==> src/rtl/fifo_rd_packer_pkg.sv <==
// Shared defaults and FSM encoding for the FIFO read-side packer.
package fifo_rd_packer_pkg;

   localparam int DATA_W_DEF = 4;
   localparam int PACK_DEF   = 2;
   localparam int CNT_W_DEF  = 16;

   typedef enum logic [1:0] {
      ST_RUN   = 2'd0,
      ST_DRAIN = 2'd1,
      ST_EMIT  = 2'd2
   } pack_state_t;

endpackage

==> src/rtl/fifo_rd_packer_out_reg.sv <==
// One-word valid/ready holding register for packed words.
// A load is only issued when can_load is high, so a held word is never overwritten.
module pack_out_reg #(
   parameter int WORD_W = 8
) (
   input  logic              clk,
   input  logic              rst,
   input  logic              load,
   input  logic [WORD_W-1:0] load_data,
   input  logic              load_partial,
   input  logic              out_ready,
   output logic [WORD_W-1:0] out_data,
   output logic              out_valid,
   output logic              out_partial,
   output logic              accept,
   output logic              can_load
);

   assign accept   = out_valid & out_ready;
   assign can_load = !out_valid | out_ready;

   // holding register: load takes priority, accept empties it, data held otherwise
   always_ff @(posedge clk) begin
      if (rst) begin
         out_data    <= '0;
         out_valid   <= 1'b0;
         out_partial <= 1'b0;
      end else if (load) begin
         out_data    <= load_data;
         out_valid   <= 1'b1;
         out_partial <= load_partial;
      end else if (accept) begin
         out_valid   <= 1'b0;
      end
   end

endmodule

==> src/rtl/fifo_rd_packer.sv <==
// Read-side FIFO consumer: pops entries, packs PACK of them per output word,
// and emits a zero-padded partial word on flush.
//
//   state    | meaning
//   ---------+------------------------------------------------------------
//   ST_RUN   | normal packing, pops allowed
//   ST_DRAIN | flush seen: no new pops, wait for the in-flight entry
//   ST_EMIT  | push the partial word into the out register when it frees
module fifo_rd_packer
   import fifo_rd_packer_pkg::*;
#(
   parameter int DATA_W = DATA_W_DEF,
   parameter int PACK   = PACK_DEF,
   parameter int CNT_W  = CNT_W_DEF
) (
   input  logic                     rd_clk,
   input  logic                     rd_rst,
   input  logic                     fifo_empty,
   input  logic [DATA_W-1:0]        fifo_data_out,
   output logic                     fifo_rd_en,
   input  logic                     flush,
   output logic [DATA_W*PACK-1:0]   out_data,
   output logic                     out_valid,
   input  logic                     out_ready,
   output logic                     out_partial,
   output logic                     flush_done,
   output logic [CNT_W-1:0]         word_cnt
);

   localparam int WORD_W = DATA_W * PACK;
   localparam int FILL_W = $clog2(PACK + 1);
   localparam logic [FILL_W-1:0] FILL_FULL = FILL_W'(PACK);
   localparam logic [FILL_W-1:0] FILL_LAST = FILL_W'(PACK - 1);
   localparam logic [FILL_W:0]   PACK_EXT  = (FILL_W + 1)'(PACK);

   pack_state_t         state_q, state_d;
   logic [FILL_W-1:0]   fill_q, fill_d;
   logic                pending_q;
   logic [WORD_W-1:0]   asm_q, asm_d, asm_word;
   logic                word_full, word_move, emit_load, load;
   logic                accept, can_load;
   logic                done_raw;
   logic [FILL_W:0]     occupancy;

   // assembly as it stands after this cycle's capture (unused slots stay zero)
   always_comb begin
      asm_word = asm_q;
      if (pending_q && (fill_q < FILL_FULL))
         asm_word[int'(fill_q)*DATA_W +: DATA_W] = fifo_data_out;
   end

   // A word completing this cycle moves straight to the out register when it is
   // free, and the pop for the next word may issue in that same cycle; this is
   // what sustains one entry per clock.
   assign word_full = pending_q ? (fill_q == FILL_LAST) : (fill_q == FILL_FULL);
   assign word_move = word_full & can_load;
   assign load      = word_move | emit_load;
   assign occupancy = {1'b0, fill_q} + (FILL_W + 1)'(pending_q);

   assign fifo_rd_en = !rd_rst && !fifo_empty && (state_q == ST_RUN) && !flush &&
                       ((occupancy < PACK_EXT) || word_move);

   assign flush_done = done_raw & !rd_rst;

   // flush FSM next-state and strobes
   always_comb begin
      state_d   = state_q;
      emit_load = 1'b0;
      done_raw  = 1'b0;
      case (state_q)
         ST_RUN: begin
            if (flush) state_d = ST_DRAIN;
         end
         ST_DRAIN: begin
            if (!pending_q) begin
               if (fill_q == '0) begin
                  done_raw = 1'b1;
                  state_d  = ST_RUN;
               end else if (fill_q != FILL_FULL) begin
                  state_d  = ST_EMIT;
               end
            end
         end
         ST_EMIT: begin
            if (can_load) begin
               emit_load = 1'b1;
               done_raw  = 1'b1;
               state_d   = ST_RUN;
            end
         end
         default: state_d = ST_RUN;
      endcase
   end

   // next fill level and assembly contents
   always_comb begin
      fill_d = fill_q;
      asm_d  = asm_word;
      if (load) begin
         fill_d = '0;
         asm_d  = '0;
      end else if (pending_q) begin
         fill_d = fill_q + FILL_W'(1);
      end
   end

   // state, assembly and in-flight pop tracking
   always_ff @(posedge rd_clk) begin
      if (rd_rst) begin
         state_q   <= ST_RUN;
         fill_q    <= '0;
         pending_q <= 1'b0;
         asm_q     <= '0;
      end else begin
         state_q   <= state_d;
         fill_q    <= fill_d;
         pending_q <= fifo_rd_en;
         asm_q     <= asm_d;
      end
   end

   // accepted-word counter, wraps naturally
   always_ff @(posedge rd_clk) begin
      if (rd_rst)      word_cnt <= '0;
      else if (accept) word_cnt <= word_cnt + CNT_W'(1);
   end

   pack_out_reg #(.WORD_W(WORD_W)) u_out_reg (
      .clk          (rd_clk),
      .rst          (rd_rst),
      .load         (load),
      .load_data    (asm_word),
      .load_partial (emit_load),
      .out_ready    (out_ready),
      .out_data     (out_data),
      .out_valid    (out_valid),
      .out_partial  (out_partial),
      .accept       (accept),
      .can_load     (can_load)
   );

endmodule

==> config.mk <==
export PLATFORM = sky130hd
export DESIGN_NAME = fifo_rd_packer
export DESIGN_NICKNAME = d
export VERILOG_FILES = /design/src/rtl/fifo_rd_packer_pkg.sv /design/src/rtl/fifo_rd_packer_out_reg.sv /design/src/rtl/fifo_rd_packer.sv
export SDC_FILE = /design/constraint.sdc
export NUM_CORES = 1
export LEC_CHECK = 0
export BUFFER_PORTS_ARGS = -buffer_cell sky130_fd_sc_hd__buf_2
export CAP_MARGIN = 20
export CORE_MARGIN = 2
export CORE_UTILIZATION = 38
export DETAILED_ROUTE_END_ITERATION = 10
export GPL_TIMING_DRIVEN = 1
export PLACE_DENSITY = 0.64
export RECOVER_POWER = 25
export SLEW_MARGIN = 20
export SYNTH_ARGS = -nofsm -noshare
export SYNTH_HDL_FRONTEND = slang
export SYNTH_SLANG_ARGS = --single-unit
==> constraint.sdc <==
create_clock -name rd_clk -period 2.4 [get_ports rd_clk]
set_input_delay 0.24 -clock rd_clk [delete_from_list [all_inputs] [get_ports rd_clk]]
set_output_delay 0.24 -clock rd_clk [all_outputs]
set_load 0.05 [all_outputs]
[Word-level counts from Yosys, hierarchy flattened]
Cells that the tools add are included.
Operators by class
  reduce and logical (&&, ||, !) cells: 15
  div/mod/pow operators: 0
  shift operators: 2
  order comparisons: 2
  muxes and demuxes: 16
  add/subtract/negate cells: 4
  multiply operators: 0
  bitwise operators: 5
  equality and inequality tests: 9
Operators with widths (number)
  $neg A4 Y33: 1
  $shift A4 B33 Y8 const A: 1
  $shiftx A4 B33 Y8: 1
  $add A16 B1 Y16 const B: 1
  $mux W2: 5
  $bwmux W8: 1
  $mux W8: 1
  $ne A2 B2 Y1 const B: 4
  $mux W1: 7
  $pmux W2 S3: 1
  $logic_and A1 B1 Y1: 5
  $eq A2 B1 Y1 const B: 2
  $eq A2 B2 Y1 const B: 2
  $logic_not A1 Y1: 4
  $logic_not A2 Y1: 2
  $reduce_and A4 Y1: 1
  $add A2 B1 Y3: 1
  $and A1 B1 Y1: 3
  $lt A3 B2 Y1 const B: 1
  $ne A3 B3 Y1 const B: 1
  $add A2 B1 Y2 const B: 1
  $lt A2 B2 Y1 const B: 1
  $or A1 B1 Y1: 2
  $pmux W1 S2: 1
  other kinds (3): 3
Word-level totals
  bits in latches: 0
  bits in registers: 39
  memories: 0
  bits in writable memories: 0
  logic and storage cells: 61
  bits of input ports: 9
  memory bits (read-only): 0

[Depth between registers and ports, before layout]
Gate-level depths: netlist of the first run.
  depth in word-level cells: 6
  depth in mapped cells: 7

[Hierarchy]
Synthesis of the first run repeated with hierarchy kept, for this count alone.
Second synthesis, totals
  cells, all modules: 197
  area, all modules: 1821.7 sq um
By module, submodules not included
  fifo_rd_packer: instances 1, seq. area each 580.6 sq um, cells each 163, area each 1460.2 sq um
  pack_out_reg: instances 1, seq. area each 200.2 sq um, cells each 34, area each 361.6 sq um

[Worst setup path before layout of the first run]
Ideal clock, no wire load.
  kind: register -> register
  start: reg u_out_reg.out_valid
  end: reg word_cnt[15]
  arrival time: 1.787 ns
  cell stages (with the launch flop): 5
  clock period less this slack: 1.857 ns
  data required time: 2.329 ns
  slack: 0.543 ns
  path through: dfxtp_1 -> and4_4 -> nand2_4 -> or4_1 -> a21oi_1
On the way
  word-level cells in the longest chain between the ends: 1
Ends and longest elaborated chain
  from (decl): line fifo_rd_packer_out_reg.sv:13  | output logic out_valid,
  from (signal assigned): line fifo_rd_packer_out_reg.sv:26  | out_valid <= 1'b0;
  from (signal assigned): line fifo_rd_packer_out_reg.sv:30  | out_valid <= 1'b1;
  from (signal assigned): line fifo_rd_packer_out_reg.sv:33  | out_valid <= 1'b0;
  $and A1 B1 Y1: line fifo_rd_packer_out_reg.sv:19  | assign accept = out_valid & out_ready;
  to (signal assigned): line fifo_rd_packer.sv:125  | else if (accept) word_cnt <= word_cnt + CNT_W'(1);
  to (decl): line fifo_rd_packer.sv:27  | output logic [CNT_W-1:0] word_cnt
Every way passes these cells.
A chain may end at the register's enable or synchronous reset.

[Final worst setup path of the first run]
  start: reg fill_q[1]
  end: reg asm_q[4]
On the way
  word-level cells in the longest chain between the ends: 5
  elaborated cells on any way between the ends: 13
Ends and longest elaborated chain
  from (decl): line fifo_rd_packer.sv:37  | logic [FILL_W-1:0] fill_q, fill_d;
  from (signal assigned): line fifo_rd_packer.sv:116  | fill_q <= fill_d;
  branches (longest 5 deep; another with $neg A4 Y33)
  to (signal assigned): line fifo_rd_packer.sv:118  | asm_q <= asm_d;
  to (decl): line fifo_rd_packer.sv:39  | logic [WORD_W-1:0] asm_q, asm_d, asm_word;
Parallel ways; which one is timed is not known.

==> metrics.md, run 1 <==
| Metric | Value |
|---|---|
| Hold-fix buffers, CTS | 0 |
| DR vias/cell | 5.14 |
| Setup tns final | 0 ns |
| Worst skew pair latency | between 0.2 and 0.3 ns |
| Final Slew Violations | 0 |
| Post-Syn Area | between 0.0015 and 0.002 mm^2 |
| Crit path DAT | 2.19 ns |
| Met1 Usage GRT | roughly a fifth |
| Vias in the first global route | about 1,300 |
| Slew HR | approximately 55% |
| All-Layer GR Usage | roughly 15% |
| Min Tclk post-route | slightly above 2 ns |
| Die X | roughly 72 um |
| Worst Setup SP | fill_q[1] |
| Final core utilization | a little under half |
| Final Skew | between 0.004 and 0.005 ns |
| Worst Setup End Kind | flop |
| Placed insts | 273 |
| Simple-gate portion of the synthesized area | between 20 and 25% |
| First-pass GRT wire length | roughly 6.1 mm |
| Clock buffer count from CTS | 5 |
| Core Box Area | around 0.0044 mm^2 |
| Final net count | approximately 250 |
| Compound-gate portion of the synthesized area | 13.1% |
| Seq cells post-synth | 39 |
| YS warnings | 0 |
| Fillers | roughly 440 |
| Sw frac | 22.4% |
| Post-Route WL | about 3.6 mm |
| Synthesized-area fraction occupied by adder cells | approximately 6.4% |
| WP data required | roughly 2.6 ns |
| Pwr per Cell Area | slightly below 700 mW/mm^2 |
| # IOs | 37 |
| Area added between synthesis and finish | 18.9% |
| Postcts setup bufs | 0 |
| Status | finished, final reports clean |
| Root buffer cell | clkbuf_8 |
| Critical path type | reg -> reg |
| WL per Instance | roughly 13 um |
| Die Y | 71.9 um |
| Combinational share of power | under 10% |
| R2r setup slk | around 0.38 ns |
| Startpoint class of the critical path | flop |
| Footprint of the multi-input gates | ~910 um^2 |
| Busiest grt layer | met2 |
| RSZ-0062 raised after global routing | no |
| Average size of a mapped cell | 9.12 um^2 |
| Die area | slightly above 0.005 mm^2 |
| H-Tree Depth | 2 |
| Max VDD drop | 0.388 mV |
| Post-Layout Cell Count | around 280 |
| Part of the power in the clock network | between 40% and 50% |
| Worst hold slack | 0.249 ns |
| Layout cell share with drive strength beyond 1 | 16.6% |
| FF+latch area | about 780 um^2 |
| Cts repair resizes | 0 |
| Row cnt | 24 |
| Antenna cells | 0 |
| CTS Buffer Depth | 2 |
| Post-Place Cell Area | approximately 0.0020 mm^2 |
| Worst r2r src | fill_q[1] |
| Mapped Nets | 210 |
| Gp weighted congestion | around 0.78 |
| DP Wirelength | between 2 and 3 mm |
| Hold Path Class | in -> reg |
| CTS tree | built |
| Design area | around 0.0021 mm^2 |
| Hold Vio Cnt, Final | 0 |
| RR Endpoint | asm_q[4] |
| Crit share post-route | roughly 84% |
| Distinct cells, synth | 42 |
| Drt first pass iters | 4 |
| # port buffers | 36 |
| Max_cap viols | 0 |
| Met3 Use GR | under 10% |
| Cells after synthesis | ~190 |
| Leakage | about 0.84 nW |
| Final setup violation count | 0 |
| Met2 capacity usage during global routing | 23.6% |
| Iter 0 DRT Violations | 62 |
| Share of the synthesized area in the top cell type | between 40% and 50% |
| Worst R2R Path Depth | 6 |
| Slew @ Worst Pin | approximately 0.67 ns |
| Total grt overflow | 0 |
| CTS clk-pin slew, worst paths | around 0.08 ns |
| Seq/Total Area, Yosys | 44.6% |
| Initial antenna violation count | 0 |
| Synth area leaders | dfxtp_1 (45%), nor2_1 (6.9%), ha_1 (6.4%) |
| Main combinational cell family by area after synthesis | simple AND/OR/NAND/NOR gates |
| Largest net degree at the start of global routing | 21 |
| Crit Path Max Fanout | 17 |
| Via count | between 1,000 and 1,500 |
| Share of total power in sequential cells | between 40% and 50% |
| Fmax achieved | ~0.49 GHz |
| Clock sink total | 39 |
| Net Sw Power | 0.319 mW |
| Detail Route Antenna Nets | 0 |
| Pint | approximately 1.1 mW |
| Worst Hold Depth | 3 |
| Post-Synth XOR/XNOR Area | 6.50% |
| Drt drc | 0 |
| Initial Util | approximately two fifths |
| Yosys top cell by area | dfxtp_1 |
| Critical path capture point | asm_q[4] |
| Post-synthesis mux area share | around 1.1% |
## per-layer routing
layer,wire [um],share of wire (%)
met5,0,0
met4,42,1.2
met3,172,4.8
met2,1640,46
met1,1740,48
## layout make-up
type	count	area share [%]
clock buffers	5	3.31
clock inverters	3	3.25
inverters	5	0.902
multi-input cells	140	43.7
flip-flops and latches	39	37.5
well taps	52	3.13
repair buffers	37	8.24
## cell usage after synthesis (all sizes together)
master  count
nor3        1
or3         1
o21a        1
a211oi      8
o21ai       5
or4         2
or2         1
or3b        1
and3        7
and2b       1
nand3b      1
buf         5
dfxtp      39
inv         5
nand4       6
mux2i       2
clkbuf      3
nor2       32
nor2b       2
nand2      10
xor2       12
a21oi      13
and2        1
or4b        1
nand3       6
a21o        1
nand2b      1
o31ai       2
and3b       2
a22oi       4
xnor2       1
o221ai      1
a31oi       1
ha          9
and4        4
## sequential cells by signal, indices dropped and copies added, names as in the netlist
register / cells
asm_q: 8
u_out_reg.out_partial: 1
u_out_reg.out_valid: 1
u_out_reg.out_data: 8
state_q: 2
word_cnt: 16
pending_q: 1
fill_q: 2
## metrics by stage
| step | power [mW] | setup WS, ns |
|---|---|---|
| floorplan | 0.761 | 0.543 |
| global placement | 0.788 | 0.483 |
| detailed placement | 0.790 | 0.401 |
| CTS | 1.45 | 0.381 |
| global route | 1.49 | 0.177 |
| finish | 1.43 | 0.379 |
## worst max-delay path: stages (launching register included)
cell and delay (ns):
dfxtp_1 0.35, inv_1 0.15, ha_1 0.21, mux2i_1 0.13, a21oi_2 0.57, or2_1 0.40, nor2_1 0.09
## how the worst min path moves through the flow
stage	from	end	slack, ns
after floorplan	out_ready	word_cnt[1]	0.40
after global placement	asm_q[3]	asm_q[3]	0.46
after detailed placement	asm_q[0]	asm_q[0]	0.46
after CTS	fifo_data_out[1]	asm_q[5]	0.24
after global routing	fifo_data_out[1]	asm_q[5]	0.26
final	fifo_data_out[1]	asm_q[5]	0.25
## cell families (layout without fill, tap and decap cells)
group	Yosys count	after routing
DFF	39	39
adders and majority gates	9	9
buffers and inverters	13	50
AOI/OAI and AO/OA	36	36
and+or+nand+nor	80	80
xor gates and xnor gates	13	13
muxes	2	2
## power groups by stage
| stage | sequential (mW) | clock (mW) | combinational, mW |
|---|---|---|---|
| 2_1_floorplan | 0.698 | 0 | 0.0630 |
| 3_3_place_gp | 0.683 | 0 | 0.105 |
| 3_5_place_dp | 0.683 | 0 | 0.107 |
| 4_1_cts | 0.668 | 0.671 | 0.107 |
| 5_1_grt | 0.670 | 0.706 | 0.117 |
| 6_report | 0.668 | 0.653 | 0.105 |
## layout by cell type (no fill, tap or decap), types with 2 or more instances in the layout
cell / n
a211oi_1: 8
a21oi_1: 12
a22oi_1: 4
and3_1: 7
and3b_1: 2
and4_1: 3
buf_2: 23
bufinv_16: 2
clkbuf_1: 13
clkbuf_8: 5
dfxtp_1: 39
ha_1: 9
inv_1: 5
mux2i_1: 2
nand2_1: 8
nand3_1: 6
nand4_1: 6
nor2_1: 32
nor2b_1: 2
o21ai_0: 2
o21ai_1: 3
o31ai_1: 2
or4_1: 2
xor2_1: 12
Power figures use the tool's default switching activity.
==> inputs of run 2 (changes only) <==
--- a/config.mk
+++ b/config.mk
@@ -11,7 +11,7 @@
 export CORE_UTILIZATION = 38
 export DETAILED_ROUTE_END_ITERATION = 10
 export GPL_TIMING_DRIVEN = 1
-export PLACE_DENSITY = 0.64
+export PLACE_DENSITY = 0.66
 export RECOVER_POWER = 25
 export SLEW_MARGIN = 20
 export SYNTH_ARGS = -nofsm -noshare
==> constraint.sdc (replaced) <==
create_clock -name rd_clk -period 1.8 [get_ports rd_clk]
set_input_delay 0.18 -clock rd_clk [delete_from_list [all_inputs] [get_ports rd_clk]]
set_output_delay 0.18 -clock rd_clk [all_outputs]
set_load 0.05 [all_outputs]
==> metrics.md, run 2 (synthesis results as in run 1) <==
| Metric | Value |
|---|---|
| Final Skew | 0.00593 ns (was 0.00443 ns) |
| Root buffer cell | clkbuf_8 (unchanged) |
| Worst skew pair latency | 0.29 ns (about the same) |
| Die area | 0.00517 mm^2 (unchanged) |
| Drt first pass iters | 4 (unchanged) |
| Iter 0 DRT Violations | 61 (was 62) |
| Vias in the first global route | 1,398 (was 1,292) |
| H-Tree Depth | 2 (unchanged) |
| Critical path type | reg -> out (was reg -> reg) |
| Combinational share of power | 8.4% (was 7.4%) |
| Placed insts | 279 (was 273) |
| CTS clk-pin slew, worst paths | 0.08 ns (about the same) |
| Final core utilization | 48.7% (was 47.5%) |
| Final setup violation count | 0 (unchanged) |
| Core Box Area | 0.00438 mm^2 (unchanged) |
| Share of total power in sequential cells | 49.6% (was 46.9%) |
| Initial Util | 39.9% (unchanged) |
| Leakage | 0.883 nW (was 0.840 nW) |
| Area added between synthesis and finish | 21.9% (was 18.9%) |
| Slew HR | 60.2% (was 55.1%) |
| Pwr per Cell Area | 839 mW/mm^2 (was 685 mW/mm^2) |
| Min Tclk post-route | about 1.7 ns |
| Most flops, register | word_cnt (unchanged) |
| Crit Path Max Fanout | 3 (was 17) |
| Layout cell share with drive strength beyond 1 | 21.7% (was 16.6%) |
| Die Y | 71.9 um (unchanged) |
| Hold Vio Cnt, Final | 0 (unchanged) |
| Row cnt | 24 (unchanged) |
| Most common cell after layout, fill and taps aside | dfxtp_1 (unchanged) |
| Hold-fix buffers, CTS | 0 (unchanged) |
| DP Wirelength | 2.55 mm (was 2.58 mm) |
| Max_cap viols | 0 (unchanged) |
| First-pass GRT wire length | 6.13 mm (was 6.09 mm) |
| All-Layer GR Usage | 14.9% (was 15.2%) |
| Met3 Use GR | 3.94% (unchanged) |
| # port buffers | 36 (unchanged) |
| Post-Place Cell Area | 0.00201 mm^2 (was 0.00196 mm^2) |
| Initial antenna violation count | 0 (unchanged) |
| Setup tns final | 0 ns (unchanged) |
| Clock sink total | 39 (unchanged) |
| Design area | 0.00213 mm^2 (was 0.00208 mm^2) |
| WP data required | 1.62 ns (was 2.57 ns) |
| Antenna cells | 0 (unchanged) |
| # IOs | 37 (unchanged) |
| Gp weighted congestion | 0.770 (was 0.784) |
| Via count | 1,460 (was 1,443) |
| Drt drc | 0 (unchanged) |
| Largest net degree at the start of global routing | 29 (was 21) |
| Pint | 1.38 mW (was 1.11 mW) |
| Worst Setup End Kind | primary output (was flop) |
| Post-Route WL | 3.58 mm (was 3.59 mm) |
| Total grt overflow | 0 (unchanged) |
| Slew @ Worst Pin | 0.600 ns (was 0.674 ns) |
| WL per Instance | 12.5 um (was 12.8 um) |
| Hold Path Class | in -> reg (unchanged) |
| Startpoint class of the critical path | flop (unchanged) |
| CTS Buffer Depth | 2 (unchanged) |
| Final Slew Violations | 0 (unchanged) |
| Largest regs | word_cnt x16, asm_q x8, u_out_reg.out_data x8 (unchanged) |
| Status | finished, final reports clean (unchanged) |
| Fillers | 443 (was 444) |
| Die X | 71.9 um (unchanged) |
| DR vias/cell | 5.09 (was 5.14) |
| CTS tree | built (unchanged) |
| Detail Route Antenna Nets | 0 (unchanged) |
| Max VDD drop | 0.391 mV (was 0.388 mV) |
| Final net count | 252 (was 246) |
| Sw frac | 23.1% (was 22.4%) |
| Met2 capacity usage during global routing | 23.6% (unchanged) |
| Crit share post-route | a little over nine tenths |
| Met1 Usage GRT | 19.1% (was 19.5%) |
| Clock buffer count from CTS | 5 (unchanged) |
| Busiest grt layer | met2 (unchanged) |
| Net Sw Power | 0.414 mW (was 0.319 mW) |
| Most frequent cells in the layout | dfxtp_1 (36), nor2_1 (32), buf_2 (21) (was dfxtp_1 (39), nor2_1 (32), buf_2 (23)) |
| Crit path DAT | 1.54 ns (was 2.19 ns) |
| Part of the power in the clock network | 42.0% (was 45.8%) |
| Worst hold slack | 0.189 ns (was 0.249 ns) |
| Max FFs per register | 16 (unchanged) |
| Fmax achieved | 0.581 GHz |
| Post-Layout Cell Count | 287 (was 281) |
-- run 2: cell types whose count changed in the layout (fill, tap and decap cells not counted), sizes merged --
cell,previous run,this run
buf,24,29
bufinv,2,1
clkbuf,18,20
clkinv,0,1
clkinvlp,1,0
-- run 2: area by class of cell --
cell class,instances,area (um^2),area share [%]
clock inverters,2,35.0,1.64
well taps,52,65.1,3.05
inverters,5,18.8,0.879
flip-flops and latches,39,785,36.8
multi-input cells,140,927,43.4
repair buffers,43,221,10.4
clock buffers,6,82.6,3.87
-- run 2: path summary, 6_finish.rpt --
| kind | from | to | slack (ns) | cells past startpoint |
|---|---|---|---|---|
| max reg2reg | fill_q[0] | state_q[1] | 0.10 | 6 |
| min | fifo_data_out[2] | asm_q[6] | 0.19 | 3 |
| max | fill_q[0] | fifo_rd_en | 0.08 | 6 |
| min reg2reg | asm_q[1] | asm_q[1] | 0.48 | 2 |
-- run 2: power by group through the flow --
stage	clock network [mW]	registers (mW)	logic [mW]
2_1_floorplan	0	0.930	0.0840
3_3_place_gp	0	0.908	0.148
3_5_place_dp	0	0.909	0.149
4_1_cts	0.775	0.888	0.150
5_1_grt	0.808	0.890	0.166
6_report	0.753	0.889	0.150
-- run 2: timing repair --
item | 4_1_cts | 5_1_grt
endpoints found under the setup margin | 1 | 7
pin swaps | 0 | 1
resized for setup | 2 | 6
buffers inserted | 0 | 0
-- run 2: metrics by stage --
stage	worst slack [ns]	power, mW
6_report	0.0800	1.79
5_1_grt	-0.0167	1.87
3_3_place_gp	0.144	1.06
3_5_place_dp	0.100	1.06
2_1_floorplan	0.00636	1.01
4_1_cts	0.0366	1.81
-- run 2: routing by layer --
metal  vias to the layer above  wire (um)
met4                         0         61
li1                        756          -
met3                         7        146
met2                        29       1650
met5                         -          0
met1                       668       1720
-- run 2: worst max-delay path: stages, from the launching register on --
cell      delay [ns]
dfxtp_1         0.33
inv_1           0.08
ha_1            0.24
a21oi_2         0.15
o221ai_2        0.11
and3_1          0.16
buf_4           0.18
==> inputs of run 3 (changes only) <==
--- a/config.mk
+++ b/config.mk
@@ -11,7 +11,6 @@
 export CORE_UTILIZATION = 38
 export DETAILED_ROUTE_END_ITERATION = 10
 export GPL_TIMING_DRIVEN = 1
-export PLACE_DENSITY = 0.66
 export RECOVER_POWER = 25
 export SLEW_MARGIN = 20
 export SYNTH_ARGS = -nofsm -noshare
==> metrics.md, run 3 (synthesis results as in run 1) <==
| Metric | Value |
|---|---|
| CTS tree | built (unchanged) |
| Hold Path Class | in -> reg (unchanged) |
| DR vias/cell | 5.09 (about the same) |
| WL per Instance | 12.8 um (was 12.5 um) |
| Largest net degree at the start of global routing | 20 (was 29) |
| Post-Route WL | 3.66 mm (was 3.58 mm) |
| # IOs | 37 (unchanged) |
| Slew HR | 60.5% (was 60.2%) |
| Crit share post-route | 95.9% (was 95.6%) |
| Worst path max stage delay | 0.36 ns (was 0.33 ns) |
| Initial antenna violation count | 0 (unchanged) |
| H-Tree Depth | 2 (unchanged) |
| Min Tclk post-route | 1.73 ns (was 1.72 ns) |
| # port buffers | 36 (unchanged) |
| Status | finished, final reports clean (unchanged) |
| Max FFs per register | 16 (unchanged) |
| First-pass GRT wire length | 6.00 mm (was 6.13 mm) |
| Final setup violation count | 0 (unchanged) |
| Most common cell after layout, fill and taps aside | dfxtp_1 (unchanged) |
| Final net count | 250 (was 252) |
| Clock sink total | 39 (unchanged) |
| Hold-fix buffers, CTS | 0 (unchanged) |
| Gp weighted congestion | 0.782 (was 0.770) |
| Worst-path cell chain | inv_2, ha_1, nand2_1, o21ai_1, and3b_1, buf_2 (was inv_1, ha_1, a21oi_2, o221ai_2, and3_1, buf_4) |
| Area added between synthesis and finish | 19.2% (was 21.9%) |
| Antenna cells | 0 (unchanged) |
| Part of the power in the clock network | 35.4% (was 42.0%) |
| Die area | 0.00517 mm^2 (unchanged) |
| Final Skew | 0.00301 ns (was 0.00593 ns) |
| Worst Hold Depth | 3 (unchanged) |
| Via count | 1,452 (was 1,460) |
| Fmax achieved | 0.580 GHz (was 0.581 GHz) |
| Total grt overflow | 0 (unchanged) |
| Setup tns final | 0 ns (unchanged) |
| Die Y | 71.9 um (unchanged) |
| Core Box Area | 0.00438 mm^2 (unchanged) |
| All-Layer GR Usage | 14.8% (was 14.9%) |
| Sw frac | 25.4% (was 23.1%) |
| Startpoint class of the critical path | flop (unchanged) |
| Most frequent cells in the layout | dfxtp_1 (35), nor2_1 (32), buf_2 (23) (was dfxtp_1 (36), nor2_1 (32), buf_2 (21)) |
| Die X | 71.9 um (unchanged) |
| Detail Route Antenna Nets | 0 (unchanged) |
| CTS Buffer Depth | 2 (unchanged) |
| Worst skew pair latency | 0.29 ns (about the same) |
| Pwr per Cell Area | 771 mW/mm^2 (was 839 mW/mm^2) |
| Largest regs | word_cnt x16, asm_q x8, u_out_reg.out_data x8 (unchanged) |
| DP Wirelength | 2.70 mm (was 2.55 mm) |
| Hold Vio Cnt, Final | 0 (unchanged) |
| Slew @ Worst Pin | 0.595 ns (was 0.600 ns) |
| Row cnt | 24 (unchanged) |
| Max VDD drop | 0.502 mV (was 0.391 mV) |
| Initial Util | 39.9% (unchanged) |
| Drt first pass iters | 4 (unchanged) |
| Worst Setup End Kind | primary output (unchanged) |
| Leakage | 0.840 nW (was 0.883 nW) |
| WP data required | 1.62 ns (about the same) |
| Max_cap viols | 0 (unchanged) |
| Layout cell share with drive strength beyond 1 | 21.9% (was 21.7%) |
| Pint | 1.20 mW (was 1.38 mW) |
| Clock buffer count from CTS | 5 (unchanged) |
| Final Slew Violations | 0 (unchanged) |
| Most flops, register | word_cnt (unchanged) |
| Crit-path slowest cell | dfxtp_2 (was dfxtp_1) |
| Root buffer cell | clkbuf_8 (unchanged) |
| Worst R2R Path Depth | 6 (unchanged) |
| Design Power | 1.61 mW (was 1.79 mW) |
| Crit Path Max Fanout | 6 (was 3) |
| Iter 0 DRT Violations | 70 (was 61) |
| Vias in the first global route | 1,363 (was 1,398) |
| Share of total power in sequential cells | 55.4% (was 49.6%) |
| Net Sw Power | 0.408 mW (was 0.414 mW) |
| Crit path DAT | 1.55 ns (was 1.54 ns) |
| Critical path type | reg -> out (unchanged) |
| Drt drc | 0 (unchanged) |
| CTS clk-pin slew, worst paths | 0.07 ns (was 0.08 ns) |
| Combinational share of power | 9.2% (was 8.4%) |
| Worst hold slack | 0.194 ns (was 0.189 ns) |
| Postcts setup bufs | 0 (unchanged) |
## run 3: path summary, 6_finish.rpt
path,start,end,slack [ns]
max,fill_q[1],flush_done,0.07
min reg2reg,asm_q[1],asm_q[1],0.48
max reg2reg,state_q[0],state_q[1],0.14
min,fifo_data_out[1],asm_q[5],0.19
## run 3: layer usage
layer  wire (um)  up-vias  track usage (%)
li1            -      755                -
met1        1720      663             18.3
met2        1720       29             24.3
met3         169        5             4.64
met4          49        0             5.03
met5           0        -                0
## run 3: power by group through the flow
stage | logic (mW) | clock network [mW] | registers, mW
after floorplan | 0.0840 | 0 | 0.930
final | 0.148 | 0.570 | 0.890
after global placement | 0.146 | 0 | 0.909
after detailed placement | 0.146 | 0 | 0.910
after global routing | 0.164 | 0.614 | 0.892
after CTS | 0.148 | 0.589 | 0.889
## run 3: what timing repair did
item                                    in CTS  in global routing
endpoints found under the setup margin       2                  4
pin swaps                                    0                  2
gates resized for setup                      2                  8
## run 3: stage by stage
step | utilization [%] | area, um^2 | std cells | worst slack, ns
5_1_grt | 47.6 | 2090 | 285 | -0.00199
4_1_cts | 47.5 | 2080 | 285 | 0.0209
3_3_place_gp | 45.5 | 1990 | 277 | 0.162
2_1_floorplan | - | 1750 | 192 | 0.00636
3_5_place_dp | 45.5 | 1990 | 277 | 0.0709
6_report | 47.6 | 2090 | 285 | 0.0746
## run 3: final cells by class
cell class / instances / area, um^2
inverter: 5 / 18.8
clock inverter: 2 / 12.5
fill: 452 / 2300
clock buffer: 6 / 72.6
tap: 52 / 65.1
sequential: 39 / 786
multi-input combinational: 140 / 922
timing repair buffer: 41 / 209
## run 3: critical path, delay by kind of cell (launching register included)
| family | cells | cell delay [ns] |
|---|---|---|
| AO/OA/AOI/OAI | 1 | 0.11 |
| adder cells (fa/ha/maj) | 1 | 0.21 |
| buffers and inverters | 2 | 0.35 |
| flip-flops | 1 | 0.36 |
| AND/OR/NAND/NOR | 2 | 0.22 |
